--- src/rtl/uart_core_param.sv ---
// rtl/uart_core_param.sv - parametrised full-duplex UART core (data width, parity, stop bits)
module uart_core_param #(
    parameter int CLK_FREQ   = 1000000,
    parameter int BAUD_RATE  = 9600,
    parameter int DATA_BITS  = 8,
    parameter int PARITY_EN  = 0,
    parameter int PARITY_ODD = 0,
    parameter int STOP_BITS  = 1
) (
    input  logic                 clk,
    input  logic                 rst,
    input  logic [DATA_BITS-1:0] tx_data,
    input  logic                 tx_valid,
    output logic                 tx_ready,
    output logic                 tx,
    output logic                 tx_done,
    input  logic                 rx,
    output logic [DATA_BITS-1:0] rx_data,
    output logic                 rx_valid,
    output logic                 rx_parity_err,
    output logic                 rx_frame_err
);

    localparam int BIT_CYC = CLK_FREQ / BAUD_RATE;
    localparam int CW      = $clog2(BIT_CYC);
    localparam logic [CW-1:0] CNT_LAST  = CW'(BIT_CYC - 1);
    localparam logic [CW-1:0] CNT_HALF  = CW'(BIT_CYC / 2);
    localparam logic [3:0]    DATA_LAST = 4'(DATA_BITS - 1);
    localparam logic [3:0]    STOP_LAST = 4'(STOP_BITS - 1);
    localparam logic          PAR_ODD   = (PARITY_ODD != 0);
    localparam logic          HAS_PAR   = (PARITY_EN != 0);

    typedef enum logic [2:0] {S_IDLE, S_START, S_DATA, S_PARITY, S_STOP} state_t;

    state_t                tx_state_q, tx_state_d;
    logic [CW-1:0]         tx_cnt_q, tx_cnt_d;
    logic [3:0]            tx_idx_q, tx_idx_d;
    logic [DATA_BITS-1:0]  tx_shift_q, tx_shift_d;
    logic                  tx_par_q, tx_par_d;
    logic                  tx_q, tx_d;
    logic                  tx_bit_end;

    // Line level is registered from the next state so the pin never glitches on decode.
    always_comb begin
        tx_state_d = tx_state_q;
        tx_cnt_d   = tx_bit_end ? '0 : tx_cnt_q + CW'(1);
        tx_idx_d   = tx_idx_q;
        tx_shift_d = tx_shift_q;
        tx_par_d   = tx_par_q;
        tx_ready   = 1'b0;
        tx_done    = 1'b0;
        case (tx_state_q)
            S_IDLE: begin
                tx_ready = 1'b1;
                tx_cnt_d = '0;
                tx_idx_d = '0;
            end
            S_START: begin
                if (tx_bit_end) begin
                    tx_state_d = S_DATA;
                    tx_idx_d   = '0;
                end
            end
            S_DATA: begin
                if (tx_bit_end) begin
                    tx_shift_d = tx_shift_q >> 1;
                    if (tx_idx_q == DATA_LAST) begin
                        tx_idx_d   = '0;
                        tx_state_d = HAS_PAR ? S_PARITY : S_STOP;
                    end else begin
                        tx_idx_d = tx_idx_q + 4'd1;
                    end
                end
            end
            S_PARITY: begin
                if (tx_bit_end) begin
                    tx_state_d = S_STOP;
                end
            end
            S_STOP: begin
                if (tx_bit_end) begin
                    if (tx_idx_q == STOP_LAST) begin
                        tx_done    = 1'b1;
                        tx_ready   = 1'b1;
                        tx_idx_d   = '0;
                        tx_state_d = S_IDLE;
                    end else begin
                        tx_idx_d = tx_idx_q + 4'd1;
                    end
                end
            end
            default: tx_state_d = S_IDLE;
        endcase
        // Accepting in the last stop cycle lets a held tx_valid start the next frame with no gap.
        if (tx_ready && tx_valid) begin
            tx_shift_d = tx_data;
            tx_par_d   = (^tx_data) ^ PAR_ODD;
            tx_state_d = S_START;
            tx_cnt_d   = '0;
            tx_idx_d   = '0;
        end
        case (tx_state_d)
            S_START:  tx_d = 1'b0;
            S_DATA:   tx_d = tx_shift_d[0];
            S_PARITY: tx_d = tx_par_d;
            default:  tx_d = 1'b1;
        endcase
    end

    assign tx_bit_end = (tx_cnt_q == CNT_LAST);
    assign tx         = tx_q;

    always_ff @(posedge clk) begin
        if (rst) begin
            tx_state_q <= S_IDLE;
            tx_cnt_q   <= '0;
            tx_idx_q   <= '0;
            tx_shift_q <= '0;
            tx_par_q   <= 1'b0;
            tx_q       <= 1'b1;
        end else begin
            tx_state_q <= tx_state_d;
            tx_cnt_q   <= tx_cnt_d;
            tx_idx_q   <= tx_idx_d;
            tx_shift_q <= tx_shift_d;
            tx_par_q   <= tx_par_d;
            tx_q       <= tx_d;
        end
    end

    logic                  rx_meta_q, rx_sync_q, rx_prev_q;
    state_t                rx_state_q, rx_state_d;
    logic [CW-1:0]         rx_cnt_q, rx_cnt_d;
    logic [3:0]            rx_idx_q, rx_idx_d;
    logic [DATA_BITS-1:0]  rx_shift_q, rx_shift_d;
    logic                  rx_perr_acc_q, rx_perr_acc_d;
    logic                  rx_ferr_acc_q, rx_ferr_acc_d;
    logic [DATA_BITS-1:0]  rx_data_q, rx_data_d;
    logic                  rx_valid_q, rx_valid_d;
    logic                  rx_perr_q, rx_perr_d;
    logic                  rx_ferr_q, rx_ferr_d;
    logic                  rx_fall, rx_bit_end;

    // Only a falling edge starts a frame, so a held-low break cannot retrigger.
    assign rx_fall    = rx_prev_q & ~rx_sync_q;
    assign rx_bit_end = (rx_cnt_q == CNT_LAST);

    always_comb begin
        rx_state_d    = rx_state_q;
        rx_cnt_d      = rx_bit_end ? '0 : rx_cnt_q + CW'(1);
        rx_idx_d      = rx_idx_q;
        rx_shift_d    = rx_shift_q;
        rx_perr_acc_d = rx_perr_acc_q;
        rx_ferr_acc_d = rx_ferr_acc_q;
        rx_data_d     = rx_data_q;
        rx_valid_d    = 1'b0;
        rx_perr_d     = 1'b0;
        rx_ferr_d     = 1'b0;
        case (rx_state_q)
            S_IDLE: begin
                rx_cnt_d      = '0;
                rx_idx_d      = '0;
                rx_perr_acc_d = 1'b0;
                rx_ferr_acc_d = 1'b0;
                if (rx_fall) begin
                    rx_state_d = S_START;
                end
            end
            S_START: begin
                if (rx_cnt_q == CNT_HALF) begin
                    rx_cnt_d   = '0;
                    rx_idx_d   = '0;
                    rx_state_d = rx_sync_q ? S_IDLE : S_DATA;
                end
            end
            S_DATA: begin
                if (rx_bit_end) begin
                    rx_shift_d = {rx_sync_q, rx_shift_q[DATA_BITS-1:1]};
                    if (rx_idx_q == DATA_LAST) begin
                        rx_idx_d   = '0;
                        rx_state_d = HAS_PAR ? S_PARITY : S_STOP;
                    end else begin
                        rx_idx_d = rx_idx_q + 4'd1;
                    end
                end
            end
            S_PARITY: begin
                if (rx_bit_end) begin
                    rx_perr_acc_d = (^rx_shift_q) ^ PAR_ODD ^ rx_sync_q;
                    rx_state_d    = S_STOP;
                end
            end
            S_STOP: begin
                if (rx_bit_end) begin
                    rx_ferr_acc_d = rx_ferr_acc_q | ~rx_sync_q;
                    if (rx_idx_q == STOP_LAST) begin
                        rx_data_d  = rx_shift_q;
                        rx_valid_d = 1'b1;
                        rx_perr_d  = rx_perr_acc_q;
                        rx_ferr_d  = rx_ferr_acc_q | ~rx_sync_q;
                        rx_state_d = S_IDLE;
                    end else begin
                        rx_idx_d = rx_idx_q + 4'd1;
                    end
                end
            end
            default: rx_state_d = S_IDLE;
        endcase
    end

    always_ff @(posedge clk) begin
        if (rst) begin
            rx_meta_q     <= 1'b1;
            rx_sync_q     <= 1'b1;
            rx_prev_q     <= 1'b1;
            rx_state_q    <= S_IDLE;
            rx_cnt_q      <= '0;
            rx_idx_q      <= '0;
            rx_shift_q    <= '0;
            rx_perr_acc_q <= 1'b0;
            rx_ferr_acc_q <= 1'b0;
            rx_data_q     <= '0;
            rx_valid_q    <= 1'b0;
            rx_perr_q     <= 1'b0;
            rx_ferr_q     <= 1'b0;
        end else begin
            rx_meta_q     <= rx;
            rx_sync_q     <= rx_meta_q;
            rx_prev_q     <= rx_sync_q;
            rx_state_q    <= rx_state_d;
            rx_cnt_q      <= rx_cnt_d;
            rx_idx_q      <= rx_idx_d;
            rx_shift_q    <= rx_shift_d;
            rx_perr_acc_q <= rx_perr_acc_d;
            rx_ferr_acc_q <= rx_ferr_acc_d;
            rx_data_q     <= rx_data_d;
            rx_valid_q    <= rx_valid_d;
            rx_perr_q     <= rx_perr_d;
            rx_ferr_q     <= rx_ferr_d;
        end
    end

    assign rx_data       = rx_data_q;
    assign rx_valid      = rx_valid_q;
    assign rx_parity_err = rx_perr_q;
    assign rx_frame_err  = rx_ferr_q;

endmodule

--- config.mk ---
export PLATFORM = sky130hd
export DESIGN_NAME = uart_core_param
export DESIGN_NICKNAME = d
export VERILOG_FILES = /design/src/rtl/uart_core_param.sv
export SDC_FILE = /design/constraint.sdc
export NUM_CORES = 1
export LEC_CHECK = 0
export CAP_MARGIN = 5
export CORE_ASPECT_RATIO = 0.9
export CORE_MARGIN = 10
export CORE_UTILIZATION = 55
export CTS_BUF_LIST = sky130_fd_sc_hd__clkbuf_16
export DETAILED_ROUTE_END_ITERATION = 6
export GPL_ROUTABILITY_DRIVEN = 0
export PLACE_DENSITY = 0.85
export SYNTH_ARGS = -nofsm -noshare
export SYNTH_HDL_FRONTEND = slang
export SYNTH_SLANG_ARGS = --single-unit
--- constraint.sdc ---
create_clock -name clk -period 2.8 [get_ports clk]
set_input_delay 0.7 -clock clk [delete_from_list [all_inputs] [get_ports clk]]
set_output_delay 0.7 -clock clk [all_outputs]
set_load 0.02 [all_outputs]
==> results.toml, run 1 <==
[synthesis]
synth_cell_types = 54
synth_top_family_by_area = "simple AND/OR/NAND/NOR gates"
avgSynthCellArea_um2 = 8.63
ys_ff_latch = 62
netlist_area_um2 = 3050
synthSimpleGateAreaFrac = 0.209
synth_compound_area_frac = 0.172
seq_area_frac_synth = 0.407
synth_xor_area_frac = 0.0747
async_reset_ff_frac = 0
ys.flop_type = "dfxtp_1"
synthMuxAreaShare = 0.0600
synth_fp_nets = 372
synth_edf_count = 0
syn_inst = 353
synth_fa_ha_area_frac = 0.0287
yosys_warnings = 0

[pwr]
max-vdd-ir-drop_uv = 418
powerDensity_nw_per_um2 = 578
pwr-share-clk = 0.496
p_int_mw = 1.64
switching_share = 0.222
pwr-share-seq = 0.436
power_switching_mw = 0.467
power_mw = 2.11
p_leak_nw = 1.33
combPwrFrac = 0.068

[cells_and_area]
multi_input_area_um2 = 1670
syn_to_final_growth_pct = 19.7
fill_cells = 424
diodes = 0
final_util = 0.686
seq_area_um2 = 1240
instances_no_fill = 448
drive_gt1_frac = 0.0919
nNetsFinal = 396

[worst_setup_path]
cp-end-kind = "output pin"
worst-r2r-setup-slack_ns = 0.59
cp.arrival_ns = 1.85
worstReg2RegStart = "tx_cnt_q[0]$_SDFF_PP0_"
reg2reg_depth = 6
cp_max_fo = 4
worst_r2r_endpoint = "tx_idx_q[2]$_SDFFE_PP0P_"
cp_slowest_cell = "dlygate4sd2_1"
crit_required_ns = 2.10
worst-path-buf-inv = 1
startpoint_type = "register"
slowest_delay_ns = 0.36
cp_cell_sequence = "ha_1 > and3_1 > nand3_1 > nor3_1 > dlygate4sd2_1"
critPathKind = "register to output pin"
crit_family = "simple AND/OR/NAND/NOR gates"

[hold_path]
whs_path_depth = 1
holdPathEnd = "rx_sync_q$_SDFF_PP1_"
holdCritPathClass = "register to register"
hp-start = "rx_meta_q$_SDFF_PP1_"

[clocking]
cts_tree = "built"
cts_max_path_buffers = 2
clk_latency_ns = 0.32
clkSlewWorstSetupHoldPaths_ns = 0.05
htreeDepth = 3
post_cts_buffers = 0
clockRootBuffer = "clkbuf_16"
numCtsBuffers = 9
cts_sinks = 62

[timing]
fin_crit_ns = 2.55
fin_tns_setup_ns = 0
tightest_slew_ns = 0.739
skew_ns = 0.00660
rsz0062_at_grt = "no"
setup_viol = 0
period_share = 0.910
hold_viol = 0
drv_slew = 0
clock.fmax_mhz = 393
whs_ns = 0.428
maxSlewHeadroom = 0.503

[die]
die_h_um = 90.6
initial_core_util = 0.573
core-area_um2 = 5320
rows = 25
die_x_um = 98.5
dieArea_um2 = 8920
io_pins = 26

[global_routing]
grt_pass1_wl_um = 11100
antenna_found_initial = 0
overflow = 0
grt_pass1_vias = 2457
track_usage = 0.145
grt_start_max_net_pins = 18

[detailed_routing]
drt_wl_total_um = 6580
firstDrtPassIters = 5
viasPerCell = 5.68
num_vias = 2544
drt_iter0_drc = 172
detail-route-antenna-nets = 0
wire_per_inst_um = 14.7
drc_errors = 0

[run]
drv_cap = 0

[place]
dp_hpwl_um = 4460
io_buffers = 25
dpl.cell_count = 433

[status]
status = "finished clean"
registers in the layout, summed over array words and instances (netlist names), 3 cells and up:
name,cells
rx_data,8
rx_shift_q,8
tx_shift_q,8
rx_cnt_q,7
tx_cnt_q,7
rx_idx_q,4
tx_idx_q,4
rx_state_q,3
tx_state_q,3
routing by layer:
metal | vias up | part of all wire | track usage
li1 | 1292 | - | -
met1 | 1166 | 0.46 | 0.171
met2 | 79 | 0.46 | 0.237
met3 | 7 | 0.068 | 0.0589
met4 | 0 | 0.010 | 0.0418
met5 | - | 0 | 0
stage by stage:
step / instance area [µm²] / setup slack (ns)
final: 3650 / 0.253
after global routing: 3650 / 0.0842
after detailed placement: 3360 / 0.193
after floorplan: 3050 / 0.574
after CTS: 3640 / 0.0314
after global placement: 3360 / 0.214
how the worst max path moves through the flow:
| stage | slack (ns) | cells after the start | to | startpoint |
|---|---|---|---|---|
| 2_1_floorplan | 0.57 | 5 | tx_done | tx_idx_q[0]$_SDFFE_PP0P_ |
| 3_3_place_gp | 0.21 | 6 | tx_done | tx_idx_q[0]$_SDFFE_PP0P_ |
| 3_5_place_dp | 0.19 | 6 | tx_done | tx_idx_q[0]$_SDFFE_PP0P_ |
| 4_1_cts | 0.03 | 5 | tx_ready | tx_cnt_q[0]$_SDFF_PP0_ |
| 5_1_grt | 0.08 | 5 | tx_done | tx_cnt_q[0]$_SDFF_PP0_ |
| 6_report | 0.25 | 5 | tx_done | tx_cnt_q[0]$_SDFF_PP0_ |
kinds of logic after synthesis:
group / after synthesis
AO/OA/AOI/OAI: 72
flip-flops: 62
multiplexers: 18
buffers and inverters: 37
XOR/XNOR: 26
AND/OR/NAND/NOR: 131
adder cells (fa/ha/maj): 7
layout by cell type (no fill, tap or decap), types with 7 or more instances in the layout:
cell	n
a211oi_2	8
a21oi_1	16
a31oi_1	7
buf_4	7
clkbuf_16	9
clkdlybuf4s50_1	23
dfxtp_1	62
ha_1	7
inv_1	17
mux2i_1	16
nand2_1	27
nand3_1	14
nor2_1	50
nor3_1	9
xnor2_1	21
synth_stat cells, drive strengths merged (7+ instances only):
cell     n  area, µm²
a211oi  13        138
a21oi   16       80.1
a31oi    7       43.8
clkbuf  16       60.1
dfxtp   62       1240
ha       7       87.6
inv     18       67.6
mux2i   16        160
nand2   27        101
nand3   14       70.1
nor2    50        188
nor3     9       45.0
o21ai   10       50.0
xnor2   21        184
worst reg2reg max path: stages (launching register included):
cell      delay, ns
dfxtp_1        0.35
ha_1           0.23
nand3_1        0.34
o21ai_1        0.48
nand3_1        0.27
nand4b_1       0.26
a211oi_1       0.21
power groups by stage:
stage / Combinational (mW) / Sequential [mW] / Clock, mW
after floorplan: 0.101 / 0.932 / 0
after global placement: 0.136 / 0.937 / 0
after detailed placement: 0.141 / 0.937 / 0
after CTS: 0.144 / 0.919 / 1.06
after global routing: 0.157 / 0.922 / 1.10
final: 0.143 / 0.920 / 1.04
final cells by class:
type / instances / share of cell area
timing repair buffer: 32 / 0.0834
inverter: 18 / 0.0185
tap: 67 / 0.0230
clock inverter: 6 / 0.0151
multi-input combinational: 254 / 0.458
clock buffer: 9 / 0.0617
sequential: 62 / 0.340
repair_timing:
item                                    4_1_cts  5_1_grt
pin swaps                                     0        0
endpoints found under the setup margin        2        1
hold buffers                                  0        0
gates resized for setup                       3        1
(Power assumes the default switching activity.)
==> run 2, diff against run 1 <==
--- a/config.mk
+++ b/config.mk
@@ -7,9 +7,10 @@
 export LEC_CHECK = 0
 export CAP_MARGIN = 5
 export CORE_ASPECT_RATIO = 0.9
-export CORE_MARGIN = 10
+export CORE_MARGIN = 5
 export CORE_UTILIZATION = 55
-export CTS_BUF_LIST = sky130_fd_sc_hd__clkbuf_16
+export CTS_BUF_LIST = sky130_fd_sc_hd__clkbuf_2 sky130_fd_sc_hd__clkbuf_4 sky130_fd_sc_hd__clkbuf_8
+export CTS_CLUSTER_DIAMETER = 60
 export DETAILED_ROUTE_END_ITERATION = 6
 export GPL_ROUTABILITY_DRIVEN = 0
 export PLACE_DENSITY = 0.85
==> run 2 against run 1 <==
  * Final area is 2.8% lower
  * Maximum frequency is 2.7% lower
  * Largest cell class unchanged
  * Total power fell by 15%
  * Via count grew 1.1%
  * Combinational power hardly changed
  * Worst hold slack better by 0.011 ns
  * Die area fell by 20%
  * Register-to-register slack is essentially flat
  * Clock-buffer cell count increased by 4
  * Critical path type unchanged
  * First-iteration DRC count is 23% lower
==> results.toml, run 2 (synthesis gave the netlist of run 1 again) <==
[place]
dpl.cell_count = 433
placed_area_um2 = 3350
dp_hpwl_um = 4330
io_buffers = 25

[cells_and_area]
final_util = 0.666
diodes = 0
nNetsFinal = 396
drive_gt1_frac = 0.0995
final_area_um2 = 3540
layout_common_cells = "dfxtp_1, nor2_1, nand2_1"
final_common_cell = "dfxtp_1"
syn_to_final_growth_pct = 16.3
instances_no_fill = 449

[status]
status = "finished clean"

[detailed_routing]
drt_wl_total_um = 6150
wire_per_inst_um = 13.7
viasPerCell = 5.73
drc_errors = 0
detail-route-antenna-nets = 0
drt_iter0_drc = 132
num_vias = 2571
firstDrtPassIters = 4

[clocking]
numCtsBuffers = 9
cts_sinks = 62
cts_tree = "built"
htreeDepth = 3
cts_max_path_buffers = 2
clk_latency_ns = 0.33
clkSlewWorstSetupHoldPaths_ns = 0.06
clockRootBuffer = "clkbuf_8"

[global_routing]
use_met3 = 0.0636
grtUsageMet2 = 0.312
antenna_found_initial = 0
grt_start_max_net_pins = 32
track_usage = 0.192
use_met1 = 0.233
overflow = 0
grt_pass1_vias = 2465
grt-busiest-layer = "met2"
grt_pass1_wl_um = 10800

[die]
dieArea_um2 = 7130
rows = 25
die_x_um = 88.5
initial_core_util = 0.573
die_h_um = 80.6
io_pins = 26
core-area_um2 = 5320

[pwr]
power_switching_mw = 0.417
powerDensity_nw_per_um2 = 503
switching_share = 0.234
pwr-share-seq = 0.513
p_int_mw = 1.37
combPwrFrac = 0.080
p_leak_nw = 1.28
pwr-share-clk = 0.407
max-vdd-ir-drop_uv = 381

[timing]
drv_slew = 0
fin_tns_setup_ns = 0
setup_viol = 0
hold_viol = 0
whs_ns = 0.439
rsz0062_at_grt = "no"
period_share = 0.935
maxSlewHeadroom = 0.579
skew_ns = 0.00920
clock.fmax_mhz = 382
tightest_slew_ns = 0.627
fin_crit_ns = 2.62

[worst_setup_path]
cp.arrival_ns = 1.92
cp_slowest_cell = "dfxtp_1"
cp_max_fo = 4
critPathKind = "register to output pin"
cp-end-kind = "output pin"
startpoint_type = "register"
slowest_delay_ns = 0.35
crit_required_ns = 2.10
cp_cell_sequence = "ha_1 > and3_1 > nand3_1 > nor3_1 > dlygate4sd2_1"

[hold_path]
holdCritPathClass = "register to register"

[run]
drv_cap = 0
run 2: through the flow:
step	setup WS, ns	total power [mW]
floorplan	0.574	1.03
CTS	0.181	1.81
finish	0.182	1.78
global route	0.0515	1.87
detailed placement	0.209	1.08
global placement	0.271	1.07
run 2: cell type report:
cell class / count / area (µm²)
fillers: 442 / 1770
inverters: 18 / 67.6
repair buffers: 32 / 295
flip-flops and latches: 62 / 1240
clock buffers: 13 / 173
well taps: 67 / 83.8
multi-input cells: 254 / 1670
clock inverters: 3 / 17.5
run 2: worst paths after layout:
path                            slack (ns)                    endpoint  cells past startpoint                    from
worst max register to register        0.60  tx_shift_q[3]$_SDFFE_PP0P_                      7  tx_cnt_q[0]$_SDFF_PP0_
worst max-delay path                  0.18                     tx_done                      5  tx_cnt_q[0]$_SDFF_PP0_
worst min register to register        0.44        rx_sync_q$_SDFF_PP1_                      1    rx_meta_q$_SDFF_PP1_
worst min-delay path                  0.44        rx_sync_q$_SDFF_PP1_                      1    rx_meta_q$_SDFF_PP1_
run 2: what timing repair did:
item                                    in CTS  in global routing
buffers inserted                             0                  0
resized for setup                            3                  0
hold buffers                                 0                  0
endpoints found under the setup margin       2                  0
run 2: routing by layer:
layer / routed length [µm] / up-vias
met4: 78 / 0
met2: 2930 / 54
li1: - / 1292
met5: 0 / -
met1: 2790 / 1216
met3: 353 / 9
run 2: worst max-delay path, delay by kind of cell, from the launching register on:
kind / cells / cell delay (ns)
buf+inv: 1 / 0.35
simple gates: 3 / 0.65
flops: 1 / 0.35
fa+ha+maj: 1 / 0.24
run 2: power by group through the flow:
| stage | Sequential [mW] | Clock (mW) | Combinational, mW |
|---|---|---|---|
| 2_1_floorplan | 0.932 | 0 | 0.101 |
| 3_3_place_gp | 0.933 | 0 | 0.139 |
| 3_5_place_dp | 0.934 | 0 | 0.142 |
| 4_1_cts | 0.914 | 0.752 | 0.143 |
| 5_1_grt | 0.916 | 0.800 | 0.157 |
| 6_report | 0.914 | 0.726 | 0.142 |
